--- src/rtl/quant_mult_pipe_pkg.sv ---
// Shared sizing constants and per-beat mode type for the quantised multiplier pipeline.
package quant_mult_pipe_pkg;

  localparam int unsigned DATA_SIZE  = 16;
  localparam int unsigned QUAN_SIZE  = 8;
  localparam int unsigned MULT_LANES = 4;

  typedef struct packed {
    logic rnd;
    logic sat;
  } mode_t;

endpackage

--- src/rtl/quant_mult_pipe_if.sv ---
// Beat-level handshake bundle between operand fetch, the multiplier and the adder trees.
interface quant_mult_pipe_if
  import quant_mult_pipe_pkg::*;
#(
  parameter int unsigned DATA_W = DATA_SIZE,
  parameter int unsigned LANES  = MULT_LANES
) ();

  logic                      in_valid;
  logic                      in_ready;
  logic [LANES*DATA_W-1:0]   in_a;
  logic [LANES*DATA_W-1:0]   in_b;
  logic                      rnd_en;
  logic                      sat_en;
  logic                      out_valid;
  logic                      out_ready;
  logic [LANES*DATA_W-1:0]   out_p;
  logic [LANES-1:0]          ovf_lane;
  logic                      ovf_sticky;
  logic                      ovf_clr;

  modport master (
    output in_valid, in_a, in_b, rnd_en, sat_en, out_ready, ovf_clr,
    input  in_ready, out_valid, out_p, ovf_lane, ovf_sticky
  );

  modport slave (
    input  in_valid, in_a, in_b, rnd_en, sat_en, out_ready, ovf_clr,
    output in_ready, out_valid, out_p, ovf_lane, ovf_sticky
  );

endinterface

--- src/rtl/quant_mult_pipe_mult_lane.sv ---
// One multiplier lane: S2 full-width product, S3 round / arithmetic shift / saturate-or-wrap.
module quant_mult_pipe_mult_lane #(
  parameter int unsigned DATA_W = 16,
  parameter int unsigned FRAC_W = 8
) (
  input  logic              clk,
  input  logic              rst_n,
  input  logic              en,
  input  logic              s2_valid,
  input  logic              rnd_en,
  input  logic              sat_en,
  input  logic [DATA_W-1:0] a,
  input  logic [DATA_W-1:0] b,
  output logic [DATA_W-1:0] p,
  output logic              ovf
);

  localparam int unsigned PW = 2 * DATA_W + 1;

  logic signed [2*DATA_W-1:0] prod_q;
  logic signed [PW-1:0]       ext;
  logic signed [PW-1:0]       half;
  logic signed [PW-1:0]       rounded;
  logic signed [PW-1:0]       shifted;
  logic [PW-DATA_W:0]         hi;
  logic                       ovf_d;
  logic [DATA_W-1:0]          p_d;
  logic [DATA_W-1:0]          p_q;
  logic                       ovf_q;

  always_ff @(posedge clk or negedge rst_n) begin
    if (!rst_n) begin
      prod_q <= '0;
    end else if (en) begin
      prod_q <= $signed(a) * $signed(b);
    end
  end

  always_comb begin
    ext     = {prod_q[2*DATA_W-1], prod_q};
    half    = PW'(1) << (FRAC_W - 1);
    rounded = rnd_en ? ext + half : ext;
    shifted = rounded >>> FRAC_W;
    // Result fits only if every bit from the output sign bit upward agrees.
    hi      = shifted[PW-1:DATA_W-1];
    ovf_d   = !((&hi) || !(|hi));
    p_d     = shifted[DATA_W-1:0];
    if (ovf_d && sat_en) begin
      p_d = shifted[PW-1] ? {1'b1, {(DATA_W-1){1'b0}}} : {1'b0, {(DATA_W-1){1'b1}}};
    end
  end

  always_ff @(posedge clk or negedge rst_n) begin
    if (!rst_n) begin
      p_q   <= '0;
      ovf_q <= 1'b0;
    end else if (en) begin
      p_q   <= p_d;
      ovf_q <= s2_valid & ovf_d;
    end
  end

  assign p   = p_q;
  assign ovf = ovf_q;

endmodule

--- src/rtl/quant_mult_pipe.sv ---
// Multi-lane pipelined signed fixed-point multiplier with global-enable flow control
// and a sticky overflow flag.
module quant_mult_pipe
  import quant_mult_pipe_pkg::*;
#(
  parameter int unsigned DATA_W = DATA_SIZE,
  parameter int unsigned FRAC_W = QUAN_SIZE,
  parameter int unsigned LANES  = MULT_LANES
) (
  input logic              clk,
  input logic              rst_n,
  quant_mult_pipe_if.slave bus
);

  logic                    en;
  logic                    v1_q;
  logic                    v2_q;
  logic                    v3_q;
  logic [LANES*DATA_W-1:0] a_q;
  logic [LANES*DATA_W-1:0] b_q;
  mode_t                   mode1_q;
  mode_t                   mode2_q;
  logic [LANES*DATA_W-1:0] p;
  logic [LANES-1:0]        ovf;
  logic                    sticky_set;
  logic                    sticky_q;
  logic                    sticky_d;

  // A full output register only blocks the pipe when downstream refuses it.
  assign en           = !v3_q || bus.out_ready;
  assign bus.in_ready = en;

  always_ff @(posedge clk or negedge rst_n) begin
    if (!rst_n) begin
      v1_q    <= 1'b0;
      v2_q    <= 1'b0;
      v3_q    <= 1'b0;
      a_q     <= '0;
      b_q     <= '0;
      mode1_q <= '0;
      mode2_q <= '0;
    end else if (en) begin
      v1_q        <= bus.in_valid;
      v2_q        <= v1_q;
      v3_q        <= v2_q;
      a_q         <= bus.in_a;
      b_q         <= bus.in_b;
      mode1_q.rnd <= bus.rnd_en;
      mode1_q.sat <= bus.sat_en;
      mode2_q     <= mode1_q;
    end
  end

  for (genvar i = 0; i < LANES; i++) begin : g_lane
    quant_mult_pipe_mult_lane #(
      .DATA_W (DATA_W),
      .FRAC_W (FRAC_W)
    ) u_lane (
      .clk      (clk),
      .rst_n    (rst_n),
      .en       (en),
      .s2_valid (v2_q),
      .rnd_en   (mode2_q.rnd),
      .sat_en   (mode2_q.sat),
      .a        (a_q[i*DATA_W +: DATA_W]),
      .b        (b_q[i*DATA_W +: DATA_W]),
      .p        (p[i*DATA_W +: DATA_W]),
      .ovf      (ovf[i])
    );
  end

  assign sticky_set = v3_q && bus.out_ready && (|ovf);

  always_comb begin
    sticky_d = sticky_q;
    if (bus.ovf_clr) sticky_d = 1'b0;
    if (sticky_set)  sticky_d = 1'b1;
  end

  always_ff @(posedge clk or negedge rst_n) begin
    if (!rst_n) begin
      sticky_q <= 1'b0;
    end else begin
      sticky_q <= sticky_d;
    end
  end

  assign bus.out_valid  = v3_q;
  assign bus.out_p      = p;
  assign bus.ovf_lane   = ovf;
  assign bus.ovf_sticky = sticky_q;

endmodule
--- src/flat_wrapper.sv ---
// flat-port wrapper written by rule: the top's interface ports become plain ports
module quant_mult_pipe_flat import quant_mult_pipe_pkg::*;
#(
  parameter int unsigned DATA_W = DATA_SIZE,
  parameter int unsigned FRAC_W = QUAN_SIZE,
  parameter int unsigned LANES  = MULT_LANES
)
  (clk, rst_n, bus_in_valid, bus_in_a, bus_in_b, bus_rnd_en, bus_sat_en, bus_out_ready, bus_ovf_clr, bus_in_ready, bus_out_valid, bus_out_p, bus_ovf_lane, bus_ovf_sticky);
  quant_mult_pipe_if #(.DATA_W(DATA_W), .LANES(LANES)) bus_i ();
  input logic clk;
  input logic rst_n;
  input wire logic [$bits(bus_i.in_valid)-1:0] bus_in_valid;
  input wire logic [$bits(bus_i.in_a)-1:0] bus_in_a;
  input wire logic [$bits(bus_i.in_b)-1:0] bus_in_b;
  input wire logic [$bits(bus_i.rnd_en)-1:0] bus_rnd_en;
  input wire logic [$bits(bus_i.sat_en)-1:0] bus_sat_en;
  input wire logic [$bits(bus_i.out_ready)-1:0] bus_out_ready;
  input wire logic [$bits(bus_i.ovf_clr)-1:0] bus_ovf_clr;
  output wire logic [$bits(bus_i.in_ready)-1:0] bus_in_ready;
  output wire logic [$bits(bus_i.out_valid)-1:0] bus_out_valid;
  output wire logic [$bits(bus_i.out_p)-1:0] bus_out_p;
  output wire logic [$bits(bus_i.ovf_lane)-1:0] bus_ovf_lane;
  output wire logic [$bits(bus_i.ovf_sticky)-1:0] bus_ovf_sticky;
  assign bus_i.in_valid = bus_in_valid;
  assign bus_i.in_a = bus_in_a;
  assign bus_i.in_b = bus_in_b;
  assign bus_i.rnd_en = bus_rnd_en;
  assign bus_i.sat_en = bus_sat_en;
  assign bus_i.out_ready = bus_out_ready;
  assign bus_i.ovf_clr = bus_ovf_clr;
  assign bus_in_ready = bus_i.in_ready;
  assign bus_out_valid = bus_i.out_valid;
  assign bus_out_p = bus_i.out_p;
  assign bus_ovf_lane = bus_i.ovf_lane;
  assign bus_ovf_sticky = bus_i.ovf_sticky;
  quant_mult_pipe #(.DATA_W(DATA_W), .FRAC_W(FRAC_W), .LANES(LANES)) u_core (.clk(clk), .rst_n(rst_n), .bus(bus_i));
endmodule
--- config.mk ---
export PLATFORM = sky130hd
export DESIGN_NAME = quant_mult_pipe_flat
export DESIGN_NICKNAME = d
export VERILOG_FILES = /design/src/rtl/quant_mult_pipe_pkg.sv /design/src/rtl/quant_mult_pipe_if.sv /design/src/rtl/quant_mult_pipe_mult_lane.sv /design/src/rtl/quant_mult_pipe.sv /design/src/flat_wrapper.sv
export SDC_FILE = /design/constraint.sdc
export NUM_CORES = 2
export LEC_CHECK = 0
export CORE_MARGIN = 1
export CORE_UTILIZATION = 60
export DETAILED_ROUTE_END_ITERATION = 8
export GPL_TIMING_DRIVEN = 0
export HOLD_SLACK_MARGIN = 0.05
export PLACE_DENSITY = 0.88
export SKIP_LAST_GASP = 1
export SLEW_MARGIN = 15
export SYNTH_ARGS = -nofsm -noshare
export SYNTH_HDL_FRONTEND = slang
export SYNTH_HIERARCHICAL = 1
export SYNTH_SLANG_ARGS = --single-unit
--- constraint.sdc ---
create_clock -name clk -period 8.9 [get_ports clk]
set_clock_uncertainty 0.1 [all_clocks]
set_input_delay 1.78 -clock clk [delete_from_list [all_inputs] [get_ports clk]]
set_output_delay 1.78 -clock clk [all_outputs]
set_load 0.01 [all_outputs]
Yosys cells after proc, flatten, opt, wreduce, memory -nomap -nowiden --
Index checks and enable logic that the tools add are counted.
Storage, ports and cells: register bits after elaboration 332, logic and storage cells 78, output and inout bits 71
Cells by class: mux-type cells 14, $mul 4, $add $sub $neg 4, bitwise gates (word level) 4, reduce and logical (&&, ||, !) cells 30
Operators with widths (number):
- $add 32x9->33 const B | 4
- $mux 33 | 4
- $mul 16x16->32 | 4
- $mux 16 | 8
- $reduce_and 10->1 | 4
- $reduce_or 10->1 | 4
- $logic_not 1->1 | 9
- $logic_and 1x1->1 | 6
- $logic_or 1x1->1 | 5
- $and 1x1->1 | 4
- $reduce_or 4->1 | 1
- $mux 1 | 2
- $reduce_bool 2->1 | 1

Longest topological paths before layout --
word-level depth 8, depth in mapped cells 23, gate-level depth less buffers 22

By module --
The synthesis kept the hierarchy.
Modules (own cells, without submodules):
- quant_mult_pipe_mult_lane at u_core.g_lane[1].u_lane ... | seq. area each 1051.0 um2, area an instance 11872.6 um2, cells each 1267, times used 2
- quant_mult_pipe_mult_lane at u_core.g_lane[0].u_lane | seq. area each 1051.0 um2, area an instance 11964.0 um2, cells each 1281, times used 1
- quant_mult_pipe_mult_lane at u_core.g_lane[3].u_lane | seq. area each 1051.0 um2, area an instance 11858.9 um2, cells each 1269, times used 1
- quant_mult_pipe | seq. area each 3403.3 um2, area an instance 5207.5 um2, cells each 291, times used 1

Worst setup path after synthesis --
No wires, ideal clock.
path type flip-flop to flip-flop, start point reg u_core.a_q[15], end point reg u_core.g_lane[0].u_lane.prod_q[27], arrival 6.050 ns, data required time 8.675 ns, path buffers 1, path slack 2.625 ns, stages on the path, launching flop included 19, path through dfrtp_1 > clkbuf_1 > nand2_1 > fa_1 > inv_1 > fa_1 > fa_1 > fa_1 > fa_1 > inv_1 > fa_1 > inv_1 > ha_1 > a21o_1 > a211oi_1 > o2111ai_1 > a31o_2 > xor2_1 > mux2_2
Between the ends: cells in the longest elaborated chain, start to end 1
Ends and longest elaborated chain:
- start, declared | line quant_mult_pipe.sv:19 | logic [LANES*DATA_W-1:0] a_q;
- start signal, assigned | line quant_mult_pipe.sv:46 | a_q <= bus.in_a;
- $mul 16x16->32 | line quant_mult_pipe_mult_lane.sv:35 | prod_q <= $signed(a) * $signed(b);
- end signal, assigned | line quant_mult_pipe_mult_lane.sv:35
- end, declared | line quant_mult_pipe_mult_lane.sv:20 | logic signed [2*DATA_W-1:0] prod_q;
Every way passes these cells. A chain may end at the register's enable or synchronous reset.

Final worst setup path --
start point reg u_core.b_q[3], end point reg u_core.g_lane[0].u_lane.prod_q[29]
Between the ends: cells in the longest elaborated chain, start to end 1
Ends and longest elaborated chain:
- start, declared | line quant_mult_pipe.sv:20 | logic [LANES*DATA_W-1:0] b_q;
- start signal, assigned | line quant_mult_pipe.sv:47 | b_q <= bus.in_b;
- $mul 16x16->32 | line quant_mult_pipe_mult_lane.sv:35
Every way passes these cells.

==> reports/qor.txt <==
vias = 39,200
R2R setup slack = 1130 ps
Layout Nets = 7,125
Worst-Skew Late Latency = 600 ps
R2R Path Start = u_core/b_q[3]
reg2reg end = u_core/g_lane[0].u_lane/prod_q[29]
Total Routing Usage GR = 33.6%
most common cell after layout, fill and taps aside = inv_1
Synth Instances = 5,375
layout cell share with drive strength beyond 1 = 6.91%
Final ANT Viol Nets = 0
prevailing post-synth register cell = dfrtp_1
TritonCTS Buffers = 41
Slew headroom = 33.2%
Crit. End Element = register
cell row count = 108
Setup Viol. Count Final = 0
vias per cell = 5.75
GR Overflow Total = 0
Root Driver = clkbuf_16
Crit Path Max Fanout = 10
slowest cell on the critical path = fa_1
GR met3 Demand/Resource = 7.32%
worst setup path startpoint = u_core/b_q[3]
setup ws final = 1130 ps
DR iter-0 viols = 2,854
Max Cap Viol = 0
CP max stage delay = 620 ps
met1 usage = 40.4%
grt peak-use layer = met2
Post-synth ARST share = 100%
H-tree levels = 2
post-cts sizing count = 0
HPWL Detailed = 117,000 um
Die Ht = 299 um
Yosys reg bits = 304
Syn Nets = 6,874
most used cell, CP = fa_1
Yosys top cell by area = fa_1
vias in the first global route = 43,600
RSZ-0062 raised after global routing = false
final worst-path cycle share = 87.4%
Reg clk slew, reported paths = 60 ps
crit path time final = 7770 ps
Max Clk Rate = 129 MHz
DRT Pass-1 Iters = 8
clk sinks = 304
IO Pins = 206
Netlist cell types = 103
initial antenna violation count = 4
# hold bufs at CTS = 0
Syn Area/Cell = 9.82 um2
slew of the pin with the lowest slew margin = 1000 ps
CP Data Required Time = 9300 ps
Die ar. = 89,200 um2
DR WL/cell = 20.9 um
worst hold path type = reg2reg
area share of the largest cell type after synthesis = 39.6%
Worst Hold Depth = 1
Setup crit start kind = register
commonest non-fill, non-tap cells in the layout = inv_1, fa_1, nand2_1, and2_1, ha_1
GP Congestion = 1.00
die width = 299 um
DP Worst Slack = 1350 ps
fill cell count = 6,353
top cells by area, synth = fa_1, dfrtp_1, inv_1, ha_1, and2_1
CORE AREA = 86,900 um2
met2 Use GR = 55.3%
sequential area share after synthesis = 14.4%
worst r2r path cells = 20
CTS max path bufs = 3
largest net degree at the start of global routing = 99
worst path cell trace = clkbuf_1, nand2_1, fa_1, fa_1, fa_1, inv_1, fa_1, fa_1, inv_1, fa_1, inv_1, ha_1, nand4_1, a211o_1, a21oi_1, o21ai_0, o2111ai_1, nand3_1, a311o_1, o221ai_1
Area Growth Syn to Fin = 9.48%
postcts setup bufs = 0
drc violations = 0
first-pass GRT wire length = 233,000 um
Pins Over Slew Limit = 0
Post-synth EDFFs = 0
Netlist Area Pre-Place = 52,800 um2
YS warnings = 6
Routed WL = 142,000 um
CTS tree = built
initial core utilization = 60.7%
PortBufs = 205
Worst Setup EP = u_core/g_lane[0].u_lane/prod_q[29]
Crit Path Category = reg2reg
status = completed
worst endpoint data arrival time = 8170 ps
Hold Violations, Final = 0
==> cell usage after synthesis, types with 13 or more instances <==
master,number
dfrtp_1,304
o221ai_2,22
inv_1,1254
o31ai_1,17
nor2_1,117
mux2_4,38
xor2_1,57
nand2b_1,29
and2_1,493
nand4_1,33
mux2_2,152
fa_1,1044
o21ai_0,49
a211oi_1,22
and3_1,21
xnor2_1,122
buf_2,18
nor2b_1,18
nand2_1,579
o21a_1,13
a21o_1,38
ha_1,320
clkbuf_1,144
o22ai_1,17
nand3_1,66
a21oi_1,88
nor3_1,29
mux2i_1,13
==> through the flow <==
step           TNS [ps]  hold slack [ps]  std cells  area [um2]  utilization (%)
4_1_cts               0              384       6813       57800             66.5
2_1_floorplan         0              375       5375       52800                -
5_1_grt               0              410       6813       57800             66.5
3_5_place_dp          0              371       6738       56400             64.9
6_report              0              380       6818       57800             66.5
3_3_place_gp   -2288610              365       6735       56300             64.8
==> per-layer routing <==
metal	routed length (um)	vias up	part of all wire, %
li1	-	16800	-
met1	50700	19700	36
met2	69100	2063	48
met3	12600	550	8.8
met4	10100	4	7.1
met5	23	-	0.016
==> worst min-delay path by stage <==
stage | from | slack (ps) | endpoint
after global routing | u_core/g_lane[1].u_lane/p[12] | 410 | u_core/g_lane[1].u_lane/p[12]
after detailed placement | u_core/g_lane[1].u_lane/p[12] | 370 | u_core/g_lane[1].u_lane/p[12]
after CTS | u_core/g_lane[1].u_lane/p[12] | 380 | u_core/g_lane[1].u_lane/p[12]
final | u_core/g_lane[1].u_lane/p[12] | 380 | u_core/g_lane[1].u_lane/p[12]
after floorplan | u_core/mode1_q[0] | 370 | u_core/mode1_q[0]
after global placement | u_core/g_lane[1].u_lane/p[3] | 370 | u_core/g_lane[1].u_lane/p[3]
==> flip-flops by register name, summed over array words and instances (netlist names) <==
name	cells
u_core/mode1_q	2
u_core/a_q	64
u_core/mode2_q	2
u_core/g_lane.u_lane/p	64
u_core/b_q	64
u_core/bus.ovf_sticky	1
u_core/g_lane.u_lane/ovf	4
u_core/v2_q	1
u_core/bus.out_valid	1
u_core/g_lane.u_lane/prod_q	100
u_core/v1_q	1
==> layout make-up <==
class                   count  area [um2]  share of cell area [%]
diodes                      5        12.5                  0.0217
plain buffers             186         896                    1.55
clock buffers              52        1140                    1.97
clock inverters            23         269                   0.466
inverters                1254        4710                    8.15
multi-input cells        3631       39600                    68.5
flip-flops and latches    304        7610                    13.2
well taps                1155        1450                    2.50
repair buffers            208        2140                    3.70
==> worst max-delay path, delay by kind of cell, from the launching register on <==
kind	cells	cell delay, ps
adder cells (fa/ha/maj)	7	3570
buffers and inverters	4	670
AND/OR/NAND/NOR	3	710
AO/OA/AOI/OAI	6	2080
flip-flops	1	550
==> cells by family after synthesis <==
kind of cell	synth area share, %
simple gates	14.4
buf+inv	10.6
fa+ha+maj	47.2
compound gates	5.79
flops	14.4
mux	4.57
xor+xnor	2.97
Power is not shown: default switching activity piles up to over one toggle a cycle in this logic, so the estimate is an artifact.
